### config.mk
export PLATFORM = sky130hd
export DESIGN_NAME = instr_fetch
export DESIGN_NICKNAME = d
export VERILOG_FILES = /design/src/rtl/instr_fetch.sv
export SDC_FILE = /design/constraint.sdc
export NUM_CORES = 2
export LEC_CHECK = 0
export BUFFER_PORTS_ARGS = -buffer_cell sky130_fd_sc_hd__buf_2
export CAP_MARGIN = 20
export CORE_UTILIZATION = 30
export CTS_CLUSTER_SIZE = 40
export DETAILED_ROUTE_END_ITERATION = 7
export GPL_TIMING_DRIVEN = 0
export PLACE_DENSITY = 0.46
export SKIP_LAST_GASP = 1
export SLEW_MARGIN = 20
export SYNTH_ARGS = -nofsm -noshare
export SYNTH_HDL_FRONTEND = slang
export SYNTH_SLANG_ARGS = --single-unit
### constraint.sdc
create_clock -name clk -period 3.9 [get_ports clk]
set_input_delay 0.975 -clock clk [delete_from_list [all_inputs] [get_ports clk]]
set_output_delay 0.975 -clock clk [all_outputs]
set_load 0.02 [all_outputs]
### src/rtl/instr_fetch.sv
`default_nettype none
// ============================================================================
// Module   : instr_fetch
// Brief    : Instruction fetch/issue unit with a loadable program memory,
//            valid/ready issue handshake, jumps, branches and halt.
// Revision : 1.0
// ============================================================================
module instr_fetch #(
  parameter int         AW      = 6,
  parameter logic [5:0] HALT_OP = 6'b111111
) (
  input  logic          clk,
  input  logic          rst_n,
  input  logic          start,
  input  logic          prog_we,
  input  logic [AW-1:0] prog_addr,
  input  logic [31:0]   prog_data,
  input  logic          instr_ready,
  input  logic          zero,
  output logic [31:0]   Instruction,
  output logic          instr_valid,
  output logic [AW-1:0] pc,
  output logic          busy,
  output logic          halted,
  output logic [15:0]   issue_cnt
);

  localparam logic [2:0] S_IDLE   = 3'd0;
  localparam logic [2:0] S_FETCH  = 3'd1;
  localparam logic [2:0] S_ISSUE  = 3'd2;
  localparam logic [2:0] S_BRWAIT = 3'd3;
  localparam logic [2:0] S_HALT   = 3'd4;

  localparam logic [5:0]    c_op_j   = 6'b000010;
  localparam logic [5:0]    c_op_beq = 6'b000100;
  localparam int            c_depth  = 1 << AW;
  localparam logic [AW-1:0] c_pc_one = AW'(1);

  logic [2:0]    r_state;
  logic [2:0]    w_next;
  logic [31:0]   r_mem [c_depth];
  logic [31:0]   r_instr;
  logic [AW-1:0] r_pc;
  logic [15:0]   r_cnt;
  logic          w_stopped;
  logic          w_accept;
  logic [5:0]    w_opcode;
  logic [AW-1:0] w_offset;

  assign w_opcode  = r_instr[31:26];
  assign w_offset  = r_instr[AW-1:0];
  assign w_stopped = (r_state == S_IDLE) || (r_state == S_HALT);
  assign w_accept  = (r_state == S_ISSUE) && instr_ready;

  // Memory is deliberately left out of reset so programs survive rst_n.
  always_ff @(posedge clk) begin
    if (prog_we && w_stopped) begin
      r_mem[prog_addr] <= prog_data;
    end
  end

  always_ff @(posedge clk or negedge rst_n) begin
    if (!rst_n) begin
      r_state <= S_IDLE;
    end else begin
      r_state <= w_next;
    end
  end

  always_comb begin
    w_next = r_state;
    case (r_state)
      S_IDLE, S_HALT: if (start) w_next = S_FETCH;
      S_FETCH:        w_next = S_ISSUE;
      S_ISSUE: begin
        if (instr_ready) begin
          if (w_opcode == HALT_OP)       w_next = S_HALT;
          else if (w_opcode == c_op_beq) w_next = S_BRWAIT;
          else                           w_next = S_FETCH;
        end
      end
      S_BRWAIT:       w_next = S_FETCH;
      default:        w_next = S_IDLE;
    endcase
  end

  always_ff @(posedge clk or negedge rst_n) begin
    if (!rst_n) begin
      r_instr <= '0;
      r_pc    <= '0;
      r_cnt   <= '0;
    end else begin
      case (r_state)
        S_IDLE, S_HALT: begin
          if (start) begin
            r_pc  <= '0;
            r_cnt <= '0;
          end
        end
        S_FETCH: r_instr <= r_mem[r_pc];
        S_ISSUE: begin
          if (w_accept) begin
            if (r_cnt != 16'hFFFF) r_cnt <= r_cnt + 16'd1;
            // Halt and branch keep pc; branch target is resolved in BRWAIT.
            if (w_opcode == HALT_OP)       r_pc <= r_pc;
            else if (w_opcode == c_op_j)   r_pc <= w_offset;
            else if (w_opcode == c_op_beq) r_pc <= r_pc;
            else                           r_pc <= r_pc + c_pc_one;
          end
        end
        S_BRWAIT: r_pc <= r_pc + c_pc_one + (zero ? w_offset : '0);
        default: ;
      endcase
    end
  end

  always_comb begin
    instr_valid = (r_state == S_ISSUE);
    busy        = (r_state == S_FETCH) || (r_state == S_ISSUE) || (r_state == S_BRWAIT);
    halted      = (r_state == S_HALT);
  end

  assign Instruction = r_instr;
  assign pc          = r_pc;
  assign issue_cnt   = r_cnt;

endmodule
`default_nettype wire

==> reports/results.tsv <==
metric	value	unit
PortBufs	97	
Worst EP arrival	4.67	ns
number of synthesized flops with an enable pin	2048	
met3 usage	3.72	%
DR vias/cell	5.07	
placed cell count	7757	
clk_lat worst skew	0.87	ns
CTS buffer count	217	
CTS max path bufs	3	
vias in the first global route	41517	
Mean Syn Cell Area	20.2	um2
DR vias	41334	
class of the most critical setup path	register to register	
Multi-input gate area	17700	um2
Area after DPL	88700	um2
Reg area	62900	um2
synth top area cells	edfxtp_1 (76%), mux4_2 (9.8%), mux2i_1 (2.8%), dfrtp_1 (1.8%), a22oi_1 (1.2%)	
fraction of layout cells with a size suffix above 1	24.4	%
initial antenna violation count	23	
met1 Use GR	25.2	%
Overflow after GRT	0	
Worst Setup Slack, final	-0.0519	ns
Post-Syn Nets	4060	
Final Cycle Share	101	%
fin cells	8159	
Reg clk slew, reported paths	0.06	ns
Mapped Area	81000	um2
global-route wire length before repair	340000	um
area fraction of the dominant cell type after synthesis	75.9	%
Post-synth top cells	edfxtp_1 (2,048), mux4_2 (352), mux2i_1 (229)	
Setup violations, final	5	
clock skew	0.0547	ns
failing checks	negative setup slack	
# fillers	24939	
area grow syn2layout	18.2	%
Critical Path Start Type	register	
Fin. Hold Viols	0	
final total power	63.1	mW
initial drt markers	4543	
ANT nets after route	0	
post-DP HPWL	171000	um
met2 Usage GRT	28.1	%
maximum fanout along the worst path	10	
maximum vdd drop	464	uV
residual DRC count	0	
nets@finish	4476	
final WL	247000	um
asr flop ratio synth	2.71	%
Detailed Routing Iterations Pass 1	8	
post-CTS setup buffer count	0	
CTS tree	yes	
outcome	finished with violations	
Yosys reg bits	2105	
cells after synthesis	4008	
Slew Viols, Final	0	
RePlAce Congestion	0.916	
Worst Tran Pin Value	1.24	ns
register area share after synthesis	77.7	%
unrepaired setup endpoints after global routing	true	
fmax	0.253	GHz
predominant post-synthesis flop cell	edfxtp_1	
Tot GR Track Use	18.0	%
dominant cell type by area after synthesis	edfxtp_1	
Syn. warnings	0	
clk root buf	clkbuf_16	
Yosys cell types	58	
die width	522	um
Hold Crit Class	primary input to register	
htree depth	4	
die height	522	um
largest net degree at the start of global routing	65	
Row Count	190	
Max Cap Viol	0	
initial core utilization	30.2	%
most common cell in the netlist	edfxtp_1	
WL per Instance	30.2	um
PD cells	659	nW/um2
Max-Slew Margin vs Limit	17.3	%
minimum clock period	3.95	ns
io pins	101	
busiest grt layer	met2	
die area	272000	um2
Post-Route Utilization	35.7	%
WHS	0.422	ns
Finished Cell Area	95700	um2
core area	268000	um2
Crit. End Element	register	
critical path required time	4.62	ns
leakage power total	30.0	nW
clock sink total	2105	
==> cells by family after synthesis <==
logic type / Yosys count / share of synthesized area (%)
xor+xnor: 23 / 0.266
flops: 2105 / 77.7
mux: 645 / 13.5
compound gates: 447 / 3.95
simple gates: 543 / 3.18
buf+inv: 237 / 1.26
fa+ha+maj: 8 / 0.133
==> cell type report <==
class | count | share of cell area [%]
well taps | 3552 | 4.64
diodes | 11 | 0.0288
plain buffers | 232 | 1.16
clock inverters | 109 | 1.00
multi-input cells | 1666 | 18.5
clock buffers | 282 | 6.01
inverters | 4 | 0.0209
repair buffers | 198 | 2.90
flip-flops and latches | 2105 | 65.8
==> path summary, 6_finish.rpt <==
kind / slack (ns) / depth (start not counted) / startpoint / endpoint
min in group asynchronous: 0.55 / 2 / rst_n / issue_cnt[6]$_DFFE_PN0P_
max: -0.05 / 9 / pc[1]$_DFFE_PN0P_ / Instruction[24]$_DFFE_PN0P_
max in group asynchronous: 2.78 / 3 / rst_n / Instruction[19]$_DFFE_PN0P_
min: 0.42 / 3 / instr_ready / r_state[1]$_DFFE_PN0P_
min reg2reg: 0.54 / 1 / issue_cnt[0]$_DFFE_PN0P_ / issue_cnt[0]$_DFFE_PN0P_
max reg2reg: -0.05 / 9 / pc[1]$_DFFE_PN0P_ / Instruction[24]$_DFFE_PN0P_
==> per-layer routing <==
layer / share of wire, % / vias to the layer above
met1: 44 / 22342
met4: 2.7 / 2
met2: 46 / 1230
met3: 6.5 / 318
li1: - / 17442
met5: 0.0041 / -
==> sequential cells by signal (all words and copies together), names as in the netlist <==
register / flops
Instruction: 32
issue_cnt: 16
pc: 6
r_mem: 2048
r_state: 3
==> worst max-delay path: stages, from the launching register on <==
cell and delay [ns]:
dfrtp_1 0.43, buf_2 0.45, buf_4 0.39, buf_6 0.34
clkdlybuf4s15_2 0.60, mux4_2 0.39, a22oi_1 0.38, nand2_1 0.21
a21oi_1 0.49, nand2_1 0.10
==> where the power goes <==
| group | switching (mW) | internal, mW | leakage (nW) |
|---|---|---|---|
| combinational | 11.5 | 6.08 | 7.61 |
| clock | 8.79 | 11.2 | 3.26 |
| sequential | 0.369 | 25.1 | 19.2 |
==> per-stage QoR <==
| stage | setup slack, ns | setup TNS [ns] |
|---|---|---|
| 3_5_place_dp | -0.883 | -18.47 |
| 5_1_grt | -0.0466 | -0.130 |
| 4_1_cts | -0.0639 | -0.0639 |
| 2_1_floorplan | 0.304 | 0 |
| 6_report | -0.0519 | -0.153 |
| 3_3_place_gp | -3.04 | -5380.96 |
==> timing repair <==
item	in CTS	in global routing
setup endpoints to repair	35	18
hold endpoints to repair	21	0
hold buffers	1	0
gates resized for setup	67	19
==> placed cells by master (no fill, tap or decap), types with 17 or more instances in the layout <==
master	instances
edfxtp_1	2048
mux4_2	352
mux2i_1	229
clkbuf_16	219
clkbuf_1	162
nor2_1	157
buf_2	140
a22oi_1	124
nand2_1	119
nor2b_1	71
a211oi_1	67
buf_12	67
nor2_4	65
o22ai_1	65
mux2_2	64
nor4_1	62
dfrtp_1	57
clkinv_1	52
a21oi_1	50
buf_4	46
o21a_1	34
o32ai_1	32
buf_16	30
a221oi_1	29
clkinv_2	26
a21oi_2	23
xor2_1	18
clkbuf_2	17
No activity file was read; power rests on OpenSTA's default activity.
